<file path="src/rtl/uart_pkg.sv">
// Shared UART definitions: receiver state encoding, frame width and the
// oversample divisor calculation used by both the RX and TX sides.
package uart_pkg;

  typedef enum logic [2:0] {IDLE, START, DATA, STOP, BREAK} uart_rx_state_t;

  localparam int UART_DATA_BITS = 8;

  // Clocks per oversample tick, truncated toward zero.
  function automatic int os_count(input int clk_mhz, input int baud, input int os);
    return (clk_mhz * 1000000) / (baud * os);
  endfunction

endpackage

</file>
<file path="src/rtl/uart_os_tick.sv">
// Free-running oversample clock enable: one-cycle tick every OS_COUNT clocks.
module uart_os_tick
  import uart_pkg::*;
#(
  parameter int CLK_FREQ   = 44,
  parameter int BAUD_RATE  = 9600,
  parameter int OVERSAMPLE = 16
) (
  input  logic clk,
  input  logic rst_n,
  output logic tick
);

  localparam int OS_COUNT = os_count(CLK_FREQ, BAUD_RATE, OVERSAMPLE);
  localparam int CW       = (OS_COUNT > 1) ? $clog2(OS_COUNT) : 1;
  localparam logic [CW-1:0] LAST = CW'(OS_COUNT - 1);

  generate
    if (OS_COUNT < 1) begin : g_bad_divisor
      $error("uart_os_tick: clock too slow for BAUD_RATE*OVERSAMPLE");
    end
  endgenerate

  logic [CW-1:0] cnt_q;

  always_ff @(posedge clk or negedge rst_n) begin
    if (!rst_n) begin
      cnt_q <= '0;
    end else if (cnt_q == LAST) begin
      cnt_q <= '0;
    end else begin
      cnt_q <= cnt_q + 1'b1;
    end
  end

  assign tick = (cnt_q == LAST);

endmodule

</file>
<file path="src/rtl/uart_rx.sv">
// 8N1 UART receiver with oversampled mid-bit sampling, break handling and a
// valid/ready output register that flags overrun when the consumer stalls.
module uart_rx
  import uart_pkg::*;
#(
  parameter int CLK_FREQ   = 44,
  parameter int BAUD_RATE  = 9600,
  parameter int OVERSAMPLE = 16
) (
  input  logic                      clk,
  input  logic                      rst_n,
  input  logic                      rx,
  output logic [UART_DATA_BITS-1:0] rx_data,
  output logic                      rx_valid,
  input  logic                      rx_ready,
  output logic                      frame_err,
  output logic                      overrun
);

  localparam int SW = $clog2(OVERSAMPLE);
  localparam int IW = $clog2(UART_DATA_BITS);
  localparam logic [SW-1:0] S_MID    = SW'(OVERSAMPLE / 2 - 1);
  localparam logic [SW-1:0] S_LAST   = SW'(OVERSAMPLE - 1);
  localparam logic [IW-1:0] IDX_LAST = IW'(UART_DATA_BITS - 1);

  generate
    if (OVERSAMPLE < 4 || (OVERSAMPLE % 2) != 0) begin : g_bad_oversample
      $error("uart_rx: OVERSAMPLE must be even and >= 4");
    end
  endgenerate

  logic tick;

  uart_os_tick #(
    .CLK_FREQ  (CLK_FREQ),
    .BAUD_RATE (BAUD_RATE),
    .OVERSAMPLE(OVERSAMPLE)
  ) u_os_tick (
    .clk  (clk),
    .rst_n(rst_n),
    .tick (tick)
  );

  // Two-flop synchroniser, reset to the idle-high line level.
  logic rx_meta_q, rxs_q;

  always_ff @(posedge clk or negedge rst_n) begin
    if (!rst_n) begin
      rx_meta_q <= 1'b1;
      rxs_q     <= 1'b1;
    end else begin
      rx_meta_q <= rx;
      rxs_q     <= rx_meta_q;
    end
  end

  uart_rx_state_t            state_q;
  logic [SW-1:0]             s_cnt_q;
  logic [IW-1:0]             idx_q;
  logic [UART_DATA_BITS-1:0] shift_q;
  logic                      deliver_q;
  logic [UART_DATA_BITS-1:0] rx_data_q;
  logic                      rx_valid_q;
  logic                      frame_err_q;
  logic                      overrun_q;

  always_ff @(posedge clk or negedge rst_n) begin
    if (!rst_n) begin
      state_q     <= IDLE;
      s_cnt_q     <= '0;
      idx_q       <= '0;
      shift_q     <= '0;
      deliver_q   <= 1'b0;
      rx_data_q   <= '0;
      rx_valid_q  <= 1'b0;
      frame_err_q <= 1'b0;
      overrun_q   <= 1'b0;
    end else begin
      deliver_q   <= 1'b0;
      frame_err_q <= 1'b0;
      overrun_q   <= 1'b0;

      if (tick) begin
        case (state_q)
          IDLE: begin
            if (!rxs_q) begin
              state_q <= START;
              s_cnt_q <= '0;
            end
          end
          START: begin
            if (s_cnt_q == S_MID) begin
              if (rxs_q) begin
                state_q <= IDLE;
              end else begin
                state_q <= DATA;
                s_cnt_q <= '0;
                idx_q   <= '0;
              end
            end else begin
              s_cnt_q <= s_cnt_q + 1'b1;
            end
          end
          DATA: begin
            if (s_cnt_q == S_LAST) begin
              shift_q[idx_q] <= rxs_q;
              s_cnt_q        <= '0;
              idx_q          <= idx_q + 1'b1;
              if (idx_q == IDX_LAST) state_q <= STOP;
            end else begin
              s_cnt_q <= s_cnt_q + 1'b1;
            end
          end
          STOP: begin
            if (s_cnt_q == S_LAST) begin
              s_cnt_q <= '0;
              if (rxs_q) begin
                deliver_q <= 1'b1;
                state_q   <= IDLE;
              end else begin
                frame_err_q <= 1'b1;
                state_q     <= BREAK;
              end
            end else begin
              s_cnt_q <= s_cnt_q + 1'b1;
            end
          end
          BREAK: begin
            // A stuck-low line reports a single framing error, then waits for idle.
            if (rxs_q) state_q <= IDLE;
          end
          default: state_q <= IDLE;
        endcase
      end

      // An accept in the delivery cycle frees the register for the new byte.
      if (deliver_q) begin
        if (!rx_valid_q || rx_ready) begin
          rx_data_q  <= shift_q;
          rx_valid_q <= 1'b1;
        end else begin
          overrun_q <= 1'b1;
        end
      end else if (rx_valid_q && rx_ready) begin
        rx_valid_q <= 1'b0;
      end
    end
  end

  assign rx_data   = rx_data_q;
  assign rx_valid  = rx_valid_q;
  assign frame_err = frame_err_q;
  assign overrun   = overrun_q;

endmodule

</file>
<file path="config.mk">
export PLATFORM = sky130hd
export DESIGN_NAME = uart_rx
export DESIGN_NICKNAME = d
export VERILOG_FILES = /design/src/rtl/uart_pkg.sv /design/src/rtl/uart_os_tick.sv /design/src/rtl/uart_rx.sv
export SDC_FILE = /design/constraint.sdc
export NUM_CORES = 1
export LEC_CHECK = 0
export ABC_AREA = 1
export BUFFER_PORTS_ARGS = -buffer_cell sky130_fd_sc_hd__buf_2
export CORE_ASPECT_RATIO = 0.75
export CORE_MARGIN = 2
export CORE_UTILIZATION = 60
export DETAILED_ROUTE_END_ITERATION = 10
export PLACE_DENSITY = 0.79
export SLEW_MARGIN = 20
export SYNTH_ARGS = -nofsm -noshare
export SYNTH_HDL_FRONTEND = slang
export SYNTH_SLANG_ARGS = --single-unit
</file>
<file path="constraint.sdc">
create_clock -name clk -period 2.1 [get_ports clk]
set_input_delay 0.63 -clock clk [delete_from_list [all_inputs] [get_ports clk]]
set_output_delay 0.63 -clock clk [all_outputs]
set_load 0.01 [all_outputs]
</file>
==> After elaboration in Yosys (flattened, before gate mapping) <==
Cells that the tools add are included.
{ "op_classes": {"addsub": 3, "n_lt_le_gt_ge": 2, "n_eq_ne": 16, "mux": 34, "n_reduce_logical": 15} }
{ "op_table": {"columns": ["operator", "count"], "rows": [
  ["2-to-1 mux 3 bit", 10],
  ["one-hot mux 3 bit (5 select lines)", 1],
  ["2-to-1 mux 1 bit", 14],
  ["inequality test 2 bit (second input constant)", 7],
  ["2-to-1 mux 4 bit", 3],
  ["one-hot mux 4 bit (3 select lines)", 1],
  ["adder 9 x 1 -> 9 bit (second input constant)", 1],
  ["== test 9 bit (second input constant)", 1],
  ["2-to-1 mux 9 bit", 1],
  ["bitwise mux 8 bit", 1],
  ["AND reduction 7 bit", 1],
  ["== test 3 x 2 -> 1 bit (second input constant)", 2],
  ["== test 3 bit (second input constant)", 2],
  ["one-hot mux 3 bit (2 select lines)", 1],
  ["AND reduction 2 bit", 3],
  ["AND reduction 5 bit", 1],
  ["adder 4 x 1 -> 4 bit (second input constant)", 1],
  ["== test 4 x 3 -> 1 bit (second input constant)", 1],
  ["== test 4 bit (second input constant)", 1],
  ["< comparator 3 x 4 -> 1 bit (second input constant)", 1],
  ["nonzero test 2 bit", 2],
  ["adder 3 x 1 -> 3 bit (second input constant)", 1],
  ["demux 1 bit (select 3 bit)", 1],
  ["== test 3 x 1 -> 1 bit (second input constant)", 1],
  ["other kinds (10)", 11]
]} }
{ "totals": {"regBits": 41, "input_bits": 4, "out_inout_bits": 11, "wordCells": 82} }

==> Logic depth before layout (Yosys ltp) <==
Gate-level depths: netlist (run 1).
{ "depth": {"word_depth": 5, "depth_mapped": 10, "ltp_nobuf": 10} }

==> Cells and area by module <==
A second synthesis (run 1) with hierarchy kept.
{ "hier_totals": {"hier_cells": 259, "hier_area_um2": 2162.1} }
{ "by_module_without_submodules": {"columns": ["module", "n_inst", "cells_per_inst", "area_per_inst_um2", "seq_area_each_um2"], "rows": [
  ["uart_rx", 1, 197, 1656.6, 803.3],
  ["uart_os_tick", 1, 62, 505.5, 225.2]
]} }

==> Worst setup path before layout (run 1) <==
No wires, ideal clock.
{ "synth_path": {"kind": "input -> register", "from": "input port rx_ready", "to": "register rx_data_q[4] (netlist: rx_data[4])", "arrival_ns": 1.332, "setup_slack_ns": 0.643, "stages": 5, "cell_sequence": "inv_1 -> nand2_1 -> nand2_1 -> buf_2 -> mux2_2"} }
{ "synth_between": {"elab_chain_cells": 2} }
{ "synth_lines": {"columns": ["element", "line", "rtl"], "rows": [
  ["from (decl)", "uart_rx.sv:15", "input logic rx_ready,"],
  ["logical OR 1 bit", "uart_rx.sv:138", "if (!rx_valid_q || rx_ready) begin"],
  ["AND reduction 2 bit (no source line)", null, null],
  ["to (signal assigned)", "uart_rx.sv:139", "rx_data_q <= shift_q;"],
  ["to (decl)", "uart_rx.sv:62", "logic [UART_DATA_BITS-1:0] rx_data_q;"]
]} }
Every way passes these cells.
A chain may end at the register's enable or synchronous reset.

==> Worst setup path in the final report (run 1) <==
{ "layout_path": {"from": "register s_cnt_q[0]", "to": "register shift_q[5]"} }
{ "layout_between": {"elab_chain_cells": 2} }
{ "layout_lines": {"columns": ["element", "line", "rtl"], "rows": [
  ["from (decl)", "uart_rx.sv:58", "logic [SW-1:0] s_cnt_q;"],
  ["from (signal assigned)", "uart_rx.sv:101", "s_cnt_q <= s_cnt_q + 1'b1;"],
  ["from (signal assigned)", "uart_rx.sv:111", "s_cnt_q <= s_cnt_q + 1'b1;"],
  ["from (signal assigned)", "uart_rx.sv:125", "s_cnt_q <= s_cnt_q + 1'b1;"],
  ["== test 4 bit", "uart_rx.sv:105", "if (s_cnt_q == S_LAST) begin"],
  ["AND reduction 3 bit (no source line)", null, null],
  ["to (signal, indexed assignment)", "uart_rx.sv:106", "shift_q[idx_q] <= rxs_q;"],
  ["to (decl)", "uart_rx.sv:60", "logic [UART_DATA_BITS-1:0] shift_q;"]
]} }
Every way passes these cells.

==> results of run 1 <==
==> through the flow <==
step	cell area, sq um	utilization [%]
floorplan	2140	-
global placement	2260	67.2
detailed placement	2260	67.2
CTS	2380	70.8
global route	2380	70.8
finish	2380	70.8
==> cells by family after synthesis <==
family | after synthesis | share of synthesized area (%)
AOI/OAI and AO/OA | 16 | 4.10
xor gates and xnor gates | 4 | 1.64
buffers and inverters | 39 | 6.96
adders and majority gates | 5 | 2.93
and+or+nand+nor | 147 | 34.2
muxes | 4 | 2.11
DFF | 41 | 48.1
==> worst max-delay path, cell delays in order, from the launching register on <==
cell	delay (ns)
dfrtp_1	0.41
ha_1	0.24
nand2_2	0.10
nor2_4	0.22
nand3_4	0.15
nor2_4	0.15
nand3_1	0.09
nand2_1	0.08
inv_1	0.03
==> final cells by class <==
type                            count  share of cell area [%]
Inverter                           37                    5.85
Sequential cell                    41                    43.3
Timing Repair Buffer               15                    3.26
Clock inverter                      2                    1.58
Multi-Input combinational cell    176                    40.4
Tap cell                           40                    2.11
Clock buffer                        6                    3.48
==> Yosys cell counts (5+ instances only) <==
cell / number / area share (%)
nand3_1: 20 / 4.7
nor2_4: 9 / 4.7
inv_1: 33 / 5.8
nand2_1: 71 / 12
dfrtp_1: 39 / 46
ha_1: 5 / 2.9
nor2_2: 6 / 1.8
o21ai_0: 7 / 1.6
a21oi_1: 6 / 1.4
nor2_1: 19 / 3.3
nand2_2: 8 / 2.3
==> per-layer routing <==
layer | share of wire [%] | up-vias
li1 | - | 845
met1 | 53 | 774
met2 | 42 | 32
met3 | 3.7 | 6
met4 | 1.2 | 0
met5 | 0 | -
==> flip-flops by register name, summed over array words and instances, names as in the netlist <==
signal           flops
frame_err            1
u_os_tick.cnt_q      9
overrun              1
rx_meta_q            1
state_q              3
rx_data              8
idx_q                3
s_cnt_q              4
deliver_q            1
rxs_q                1
rx_valid             1
shift_q              8
==> final timing paths <==
kind	from	to	slack (ns)
setup / recovery	s_cnt_q[0]	shift_q[5]	0.52
setup reg to reg	s_cnt_q[0]	shift_q[5]	0.52
hold reg to reg	rx_meta_q	rxs_q	0.36
min in group asynchronous	rst_n	s_cnt_q[1]	0.38
hold / removal	rx_meta_q	rxs_q	0.36
max in group asynchronous	rst_n	rx_meta_q	1.34
==> report_power, final <==
group | switching, W | internal (W)
combinational | 0.0000190 | 0.00000479
clock | 0.000266 | 0.000386
sequential | 0.00000337 | 0.000793
==> reports/qor.yml, run 1 <==
timing:
  setup_tns_ns: 0
  holdWs_ns: 0.358
  setup-violations-final: 0
  tightest_slew_ns: 0.506
  finalMaxSlewViolations: 0
  clock_skew_ns: 0.00765
  rsz0062_at_grt: "false"
  fmax_ghz: 0.634
  fin_crit_ns: 1.58
  slew-limit-headroom_pct: 66.3
  setup_ws_ns: 0.524
  hold_violations: 0
  fin_crit_sh_pct: 75.1
die:
  core-area_sq_mm: 0.00336
  die-area_sq_mm: 0.00406
  fp.dieH_um: 55.7
  dieWidth_um: 72.9
  rows: 18
  io-pin-count: 15
  start_util_pct: 63.7
grt:
  grt_pass1_wl_mm: 7.00
  use_met1_pct: 34.6
  grt_antenna_before_repair: 0
  grt_pass1_vias: 1528
  grt_usage_pct: 22.4
  busiest_layer: "met1"
  grt_use_met3_pct: 4.89
  overflow: 0
  grt_max_degree: 42
  met2_usage_pct: 31.6
detailed_routing:
  vias_per_cell: 5.23
  wl_mm: 3.91
  wl_per_cell_um: 12.3
  final_antenna_net_count: 0
  via_count: 1657
  drt_iter0_drc: 160
  drc_errors: 0
  drt-pass1-iter-count: 5
cells_and_area:
  fin_cells: 317
  final_common_cell: "nand2_1"
  seq_area_sq_mm: 0.00103
  mostFrequentLayoutCells: "nand2_1 (71), dfrtp_1 (39), inv_1 (33)"
  layout-drive-gt1-share_pct: 22.0
  area_growth_pct: 11.1
  fin_nets: 285
  fillers: 266
  antenna_cells: 0
  multiInputGateArea_sq_um: 961
pwr:
  power_w: 0.00147
  max-vdd-ir-drop_v: 0.000413
  p_leak_nw: 1.26
  powerDensity_mw_per_mm2: 619
cts:
  cts_tree: "built"
  hold_buffers: 0
  cts_buffers: 5
  clkLatencyLatePin_ns: 0.29
  cts_resized: 0
  clk_pin_slew_ns: 0.07
  root_buffer: "clkbuf_8"
  cts_max_level: 2
  cts.sinks: 41
  post_cts_buffers: 0
  clock_path_buffers: 2
worst_hold_path:
  hold_depth: 0
  hold_path_class: "reg -> reg"
yosys:
  ys_ff_latch: 41
  synth_edf_count: 0
  netlist_instances: 256
  synthFlopType: "dfrtp_1"
  syn_nets: 265
  yosysWarnings: 0
  syn_area_per_cell_sq_um: 8.35
  synth_cell_types: 26
  async_reset_ff_share_pct: 100
  ys_seq_area_share_pct: 48.1
  synthesis.area_sq_mm: 0.00214
critical_path:
  critPathArrivalTime_ns: 1.76
  worstPathRequired_ns: 2.29
  critPathLaunchType: "flop"
  cp_max_fo: 6
  ff2ff_path_depth: 8
  cp-end-kind: "flop"
  crit_type: "reg -> reg"
placement:
  place_hpwl_mm: 2.85
  port_buffers: 14
  place_congestion: 0.880
  placed_cells: 309
  dpl_worst_slack_ns: 0.465
status:
  status: "finished clean"
flow_run:
  cap_viol_max_count: 0
(Power assumes the default switching activity.)
==> run 2, diff against run 1 <==
--- a/config.mk
+++ b/config.mk
@@ -5,13 +5,13 @@
 export SDC_FILE = /design/constraint.sdc
 export NUM_CORES = 1
 export LEC_CHECK = 0
-export ABC_AREA = 1
+export ABC_AREA = 0
 export BUFFER_PORTS_ARGS = -buffer_cell sky130_fd_sc_hd__buf_2
 export CORE_ASPECT_RATIO = 0.75
 export CORE_MARGIN = 2
-export CORE_UTILIZATION = 60
+export CORE_UTILIZATION = 53
 export DETAILED_ROUTE_END_ITERATION = 10
-export PLACE_DENSITY = 0.79
+export PLACE_DENSITY = 0.75
 export SLEW_MARGIN = 20
 export SYNTH_ARGS = -nofsm -noshare
 export SYNTH_HDL_FRONTEND = slang
==> constraint.sdc (replaced) <==
create_clock -name clk -period 1.4 [get_ports clk]
set_input_delay 0.42 -clock clk [delete_from_list [all_inputs] [get_ports clk]]
set_output_delay 0.42 -clock clk [all_outputs]
set_load 0.01 [all_outputs]
==> run 2 against run 1 <==
Against the previous run:
- area after synthesis shrank 11%
- final cell count shrank 16%
- synthesized cell count shrank 37%
- critical path depth shrank 2
- highest routed layer unchanged
- sequential cell count is the same
- first-iteration DRC count shrank 33%
- the flow now finishes with violations (setup timing)
- total power grew 50%
- fmax shrank 9.9%
- sequential share of layout area shrank 5.0 points
==> reports/qor.yml, run 2 <==
status:
  violations: "setup timing"
  status: "complete, but fails checks"  # was finished clean
yosys:
  ys_seq_area_share_pct: 53.8  # was 48.1%
  ys_top_cells_by_area: "dfrtp_1 (51%), mux2_2 (4.7%), ha_1 (3.3%)"  # was dfrtp_1 (46%), nand2_1 (12%), inv_1 (5.8%)
  ys_ff_latch: 41  # unchanged
  synthesis.area_sq_mm: 0.00191  # was 0.00214 sq mm
  syn_area_per_cell_sq_um: 11.8  # was 8.35 sq um
  netlist_instances: 162  # was 256
  synth_most_common_cell: "dfrtp_1"  # was nand2_1
  synth_cell_types: 52  # was 26
  syn_nets: 171  # was 265
  synthFlopType: "dfrtp_1"  # unchanged
  yosysWarnings: 0  # unchanged
  synth_top_area_share_pct: 51.0  # was 45.6%
  synth.largest_area_cell: "dfrtp_1"  # unchanged
  synth_edf_count: 0  # unchanged
  async_reset_ff_share_pct: 100  # unchanged
  synth_common_cells: "dfrtp_1 (39), nor2_1 (11), mux2_2 (8), o31ai_1 (8), nand3_1 (7)"  # was nand2_1 (71), dfrtp_1 (39), inv_1 (33), nand3_1 (20), nor2_1 (19)
detailed_routing:
  drt-pass1-iter-count: 4  # was 5
  vias_per_cell: 5.88  # was 5.23
  final_antenna_net_count: 0  # unchanged
  wl_mm: 4.70  # was 3.91 mm
  wl_per_cell_um: 17.6  # was 12.3 um
  via_count: 1570  # was 1657
  drt_iter0_drc: 108  # was 160
  drc_errors: 0  # unchanged
cells_and_area:
  seq_area_sq_mm: 0.00103  # about the same
  largest_reg_flops: 9  # unchanged
  fin_nets: 235  # was 285
  final_common_cell: "buf_4"  # was nand2_1
  fin_cells: 267  # was 317
  multiInputGateArea_sq_mm: 0.00102  # was 961 sq um
  antenna_cells: 0  # unchanged
  layout-drive-gt1-share_pct: 50.7  # was 22.0%
  final_area_sq_mm: 0.00270  # was 0.00238 sq mm
  area_growth_pct: 41.0  # was 11.1%
  largest_register: "u_os_tick.cnt_q"  # unchanged
  fillers: 202  # was 266
  mostFrequentLayoutCells: "buf_4 (42), dfrtp_1 (36), buf_2 (14)"  # was nand2_1 (71), dfrtp_1 (39), inv_1 (33)
die:
  fp.dieH_um: 56.0  # was 55.7 um
  rows: 18  # unchanged
  start_util_pct: 56.6  # was 63.7%
  io-pin-count: 15  # unchanged
  die-area_sq_mm: 0.00411  # was 0.00406 sq mm
  dieWidth_um: 73.4  # was 72.9 um
  core-area_sq_mm: 0.00338  # was 0.00336 sq mm
pwr:
  internal-power_w: 0.00174  # was 0.00118 W
  p_sw_share_pct: 21.1  # was 19.6%
  p_seq_share_pct: 54.1  # about the same
  powerDensity_mw_per_mm2: 818  # was 619 mW/mm^2
  p_clk_share_pct: 43.5  # was 44.3%
  comb_power_share_pct: 2.5  # was 1.6%
  max-vdd-ir-drop_v: 0.000535  # was 0.000413 V
  p_leak_nw: 1.29  # was 1.26 nW
  p_sw_w: 0.000464  # was 0.000288 W
  power_w: 0.00221  # was 0.00147 W
critical_path:
  cp_max_fo: 4  # was 6
  worst-path-buf-inv: 1  # unchanged
  worst_path_max_delay_cell: "dfrtp_1"  # unchanged
  reg2reg_slack_ns: -0.35  # was 0.52 ns
  critPathLaunchType: "flop"  # unchanged
  critical_path_depth: 6  # was 8
  crit_chain: "inv_1 -> ha_1 -> and4bb_2 -> nand2_2 -> or3_4 -> a221o_1"  # was ha_1 -> nand2_2 -> nor2_4 -> nand3_4 -> nor2_4 -> nand3_1 -> nand2_1 -> inv_1
  critPathArrivalTime_ns: 1.92  # was 1.76 ns
  crit-reg2reg-launch: "u_os_tick.cnt_q[1]"  # was s_cnt_q[0]
  r2r-end: "s_cnt_q[2]"  # was shift_q[5]
  critical_path.startpoint: "u_os_tick.cnt_q[1]"  # was s_cnt_q[0]
  crit_type: "reg -> reg"  # unchanged
  slowest_delay_ns: 0.38  # was 0.41 ns
  worstPathRequired_ns: 1.57  # was 2.29 ns
  crit_family: "simple AND/OR/NAND/NOR gates"  # unchanged
  cp-end-kind: "flop"  # unchanged
  ff2ff_path_depth: 6  # was 8
grt:
  grt_max_degree: 25  # was 42
  grt_use_met3_pct: 5.62  # was 4.89%
  grt_pass1_wl_mm: 7.63  # was 7.00 mm
  grt_antenna_before_repair: 0  # unchanged
  overflow: 0  # unchanged
  grt_usage_pct: 24.3  # was 22.4%
  grt_pass1_vias: 1648  # was 1528
  met2_usage_pct: 41.3  # was 31.6%
  busiest_layer: "met2"  # was met1
  use_met1_pct: 30.9  # was 34.6%
timing:
  setup_tns_ns: -4.65  # was 0 ns
  tightest_slew_ns: 0.350  # was 0.506 ns
  rsz0062_at_grt: "true"  # was false
  clock_skew_ns: 0.00707  # was 0.00765 ns
  slew-limit-headroom_pct: 76.3  # was 66.3%
  fin_crit_ns: 1.75  # was 1.58 ns
  fmax_ghz: 0.572  # was 0.634 GHz
  setup_ws_ns: -0.349  # was 0.524 ns
  fin_crit_sh_pct: 125  # was 75.1%
  setup-violations-final: 27  # was 0
  hold_violations: 0  # unchanged
  finalMaxSlewViolations: 0  # unchanged
placement:
  placed_cells: 252  # was 309
  place_hpwl_mm: 2.95  # was 2.85 mm
  port_buffers: 14  # unchanged
  dpl_cell_area_sq_mm: 0.00234  # was 0.00226 sq mm
  place_congestion: 0.891  # was 0.880
cts:
  cts.sinks: 41  # unchanged
  cts_tree: "built"  # unchanged
  cts_max_level: 2  # unchanged
  clk_pin_slew_ns: 0.08  # was 0.07 ns
  clkLatencyLatePin_ns: 0.29  # about the same
  clock_path_buffers: 2  # unchanged
  cts_buffers: 5  # unchanged
  hold_buffers: 0  # unchanged
  root_buffer: "clkbuf_8"  # unchanged
flow_run:
  cap_viol_max_count: 0  # unchanged
worst_hold_path:
  hold_path_class: "in -> async"  # was reg -> reg
run 2: cell count changes after synthesis, sizes merged, moves of 4 or more:
cell,delta
mux2,+6
nor2,-23
a21oi,-7
inv,-32
nand3,-16
o31ai,+8
nand2,-72
nand2b,+4
run 2: logic make-up (layout without fill, tap and decap cells):
| family | Yosys count | count (layout) | share of synthesized area, % |
|---|---|---|---|
| xor+xnor | 8 | 8 | 3.66 |
| simple gates | 54 | 54 | 17.4 |
| flops | 41 | 41 | 53.8 |
| compound gates | 33 | 33 | 13.0 |
| mux | 11 | 11 | 6.41 |
| fa+ha+maj | 5 | 5 | 3.27 |
| buf+inv | 10 | 75 | 2.55 |
run 2: metal layers:
metal	vias up	share of wire [%]
li1	732	-
met1	786	42
met2	40	53
met3	12	3.4
met4	0	1.3
met5	-	0
run 2: worst max-delay path by stage:
stage	endpoint	slack, ns
after floorplan	s_cnt_q[2]	-0.27
after global placement	s_cnt_q[2]	-0.27
after detailed placement	s_cnt_q[2]	-0.33
after CTS	s_cnt_q[2]	-0.30
after global routing	idx_q[1]	-0.40
final	s_cnt_q[2]	-0.35
run 2: stage by stage:
stage | setup slack, ns | util, % | hold WS [ns]
floorplan | -0.274 | - | 0.124
global placement | -0.271 | 69.1 | 0.346
detailed placement | -0.331 | 69.1 | 0.347
CTS | -0.299 | 77.2 | 0.0777
global route | -0.399 | 79.9 | 0.0902
finish | -0.349 | 79.9 | 0.0730
run 2: layout make-up:
class | count | area share, %
clock buffers | 5 | 2.55
clock inverters | 3 | 1.72
inverters | 5 | 0.696
multi-input cells | 111 | 37.8
flip-flops and latches | 41 | 38.3
well taps | 40 | 1.86
repair buffers | 62 | 17.1
run 2: power by group through the flow:
stage | logic, W | registers [W] | clock network (W)
6_report | 0.0000548 | 0.00119 | 0.000959
5_1_grt | 0.0000621 | 0.00119 | 0.00102
4_1_cts | 0.0000538 | 0.00119 | 0.000972
3_5_place_dp | 0.0000490 | 0.00121 | 0
3_3_place_gp | 0.0000473 | 0.00121 | 0
2_1_floorplan | 0.0000111 | 0.00121 | 0
run 2: what timing repair did:
action / CTS / global route
pin swaps: 14 / 6
buffers inserted: 7 / 3
setup endpoints to repair: 27 / 27
resized for setup: 23 / 19
==> run 3, diff against run 2 <==
--- a/config.mk
+++ b/config.mk
@@ -11,6 +11,7 @@
 export CORE_MARGIN = 2
 export CORE_UTILIZATION = 53
 export DETAILED_ROUTE_END_ITERATION = 10
+export GPL_TIMING_DRIVEN = 0
 export PLACE_DENSITY = 0.75
 export SLEW_MARGIN = 20
 export SYNTH_ARGS = -nofsm -noshare
==> run 3 against run 2 <==
Against the previous run:
- the run still ends with setup timing left
- total power is 9.9% lower
- die area stayed put
- clock power down 22%
- non-clock buffer count fell by 16
- routed wire length increased by 1.9%
- clock skew shrank 0.0031 ns
- largest cell class is now multi-input combinational cells
==> reports/qor.yml, run 3 (synthesis gave the netlist of run 2 again) <==
cells_and_area:
  final_common_cell: "dfrtp_1"  # was buf_4
  layout-drive-gt1-share_pct: 50.7  # about the same
  largest_reg_flops: 9  # unchanged
  fin_util_pct: 76.7  # was 79.9%
  largest_register: "u_os_tick.cnt_q"  # unchanged
  fin_nets: 219  # was 235
  area_growth_pct: 35.4  # was 41.0%
  mostFrequentLayoutCells: "dfrtp_1 (37), buf_4 (24), buf_2 (15)"  # was buf_4 (42), dfrtp_1 (36), buf_2 (14)
  antenna_cells: 0  # unchanged
  final_area_sq_mm: 0.00259  # was 0.00270 sq mm
detailed_routing:
  vias_per_cell: 6.09  # was 5.88
  drt_iter0_drc: 54  # was 108
  final_antenna_net_count: 0  # unchanged
  drt-pass1-iter-count: 4  # unchanged
  wl_mm: 4.79  # was 4.70 mm
  wl_per_cell_um: 19.1  # was 17.6 um
  via_count: 1529  # was 1570
  drc_errors: 0  # unchanged
cts:
  cts_buffers: 5  # unchanged
  clk_pin_slew_ns: 0.07  # was 0.08 ns
  cts.sinks: 41  # unchanged
  cts_max_level: 2  # unchanged
  root_buffer: "clkbuf_8"  # unchanged
  clock_path_buffers: 2  # unchanged
  hold_buffers: 0  # unchanged
  cts_tree: "built"  # unchanged
  clkLatencyLatePin_ns: 0.30  # was 0.29 ns
critical_path:
  ff2ff_path_depth: 5  # was 6
  worstPathRequired_ns: 1.61  # was 1.57 ns
  critPathLaunchType: "flop"  # unchanged
  cp-end-kind: "flop"  # unchanged
  crit-reg2reg-launch: "s_cnt_q[0]"  # was u_os_tick.cnt_q[1]
  reg2reg_slack_ns: -0.38  # was -0.35 ns
  crit_type: "reg -> reg"  # unchanged
  r2r-end: "state_q[2]"  # was s_cnt_q[2]
  cp_max_fo: 4  # unchanged
  critPathArrivalTime_ns: 1.99  # was 1.92 ns
die:
  die-area_sq_mm: 0.00411  # unchanged
  io-pin-count: 15  # unchanged
  rows: 18  # unchanged
  start_util_pct: 56.6  # unchanged
  fp.dieH_um: 56.0  # unchanged
  core-area_sq_mm: 0.00338  # unchanged
  dieWidth_um: 73.4  # unchanged
timing:
  fin_crit_ns: 1.78  # was 1.75 ns
  rsz0062_at_grt: "true"  # unchanged
  hold_violations: 0  # unchanged
  fin_crit_sh_pct: 127  # was 125%
  finalMaxSlewViolations: 0  # unchanged
  tightest_slew_ns: 0.867  # was 0.350 ns
  setup_ws_ns: -0.381  # was -0.349 ns
  fmax_ghz: 0.562  # was 0.572 GHz
  slew-limit-headroom_pct: 42.2  # was 76.3%
  setup_tns_ns: -7.17  # was -4.65 ns
  setup-violations-final: 27  # unchanged
  clock_skew_ns: 0.00395  # was 0.00707 ns
grt:
  grt_pass1_wl_mm: 7.27  # was 7.63 mm
  grt_usage_pct: 23.4  # was 24.3%
  overflow: 0  # unchanged
  grt_pass1_vias: 1519  # was 1648
  grt_antenna_before_repair: 0  # unchanged
  grt_max_degree: 42  # was 25
status:
  violations: "setup timing"  # unchanged
  status: "complete, but fails checks"  # unchanged
worst_hold_path:
  min_from: "rx"
  whs_endpoint: "rx_meta_q"
  hold_depth: 1
  hold_path_class: "in -> reg"  # was in -> async
placement:
  place_hpwl_mm: 2.46  # was 2.95 mm
  port_buffers: 14  # unchanged
  dpl_worst_slack_ns: -0.513  # was -0.331 ns
  dpl_cell_area_sq_mm: 0.00205  # was 0.00234 sq mm
  place_congestion: 0.851  # was 0.891
pwr:
  powerDensity_mw_per_mm2: 767  # was 818 mW/mm^2
  max-vdd-ir-drop_v: 0.000547  # was 0.000535 V
  p_leak_nw: 1.23  # was 1.29 nW
  power_w: 0.00199  # was 0.00221 W
flow_run:
  cap_viol_max_count: 0  # unchanged
run 3: how the worst max path moves through the flow:
stage / from / endpoint / slack (ns) / cells past startpoint
after floorplan: u_os_tick.cnt_q[1] / s_cnt_q[2] / -0.27 / 6
after global placement: u_os_tick.cnt_q[1] / shift_q[1] / -0.50 / 6
after detailed placement: u_os_tick.cnt_q[1] / shift_q[1] / -0.51 / 6
after CTS: u_os_tick.cnt_q[1] / shift_q[0] / -0.36 / 7
after global routing: s_cnt_q[0] / state_q[2] / -0.44 / 5
final: s_cnt_q[0] / state_q[2] / -0.38 / 5
run 3: stage by stage:
stage	std cells	hold WS, ns
6_report	251	0.218
4_1_cts	240	0.220
2_1_floorplan	162	0.124
5_1_grt	251	0.210
3_3_place_gp	216	0.347
3_5_place_dp	216	0.350
run 3: area by class of cell:
class,count,area [sq um]
multi-input combinational,111,1070
sequential,41,1030
fill,195,787
timing repair buffer,43,310
clock buffer,5,68.8
tap,40,50.0
buffer,3,23.8
inverter,5,22.5
clock inverter,3,17.5
run 3: timing repair:
| action | 4_1_cts | 5_1_grt |
|---|---|---|
| buffers inserted | 18 | 11 |
| endpoints found under the setup margin | 20 | 27 |
| gates resized for setup | 24 | 33 |
| gates cloned | 0 | 0 |
| hold endpoints to repair | 0 | 0 |
| pin swaps | 10 | 10 |
run 3: worst max-delay path: stages (launching register included):
cell and delay (ns):
dfrtp_1 0.41, ha_4 0.17, nand3b_1 0.18, a22o_4 0.33
or4_1 0.43, mux2i_1 0.17
run 3: metal layers:
layer	global-route usage [%]	share of wire, %	up-vias
met2	37.5	49	44
met5	0	0	-
met3	5.25	3.9	17
met1	30.0	44	770
met4	10.9	3.2	0
li1	-	-	698
run 3: power breakdown:
| group | switching, W | internal (W) |
|---|---|---|
| Clock | 0.000406 | 0.000344 |
| Sequential | 0.00000557 | 0.00119 |
| Combinational | 0.0000319 | 0.0000110 |
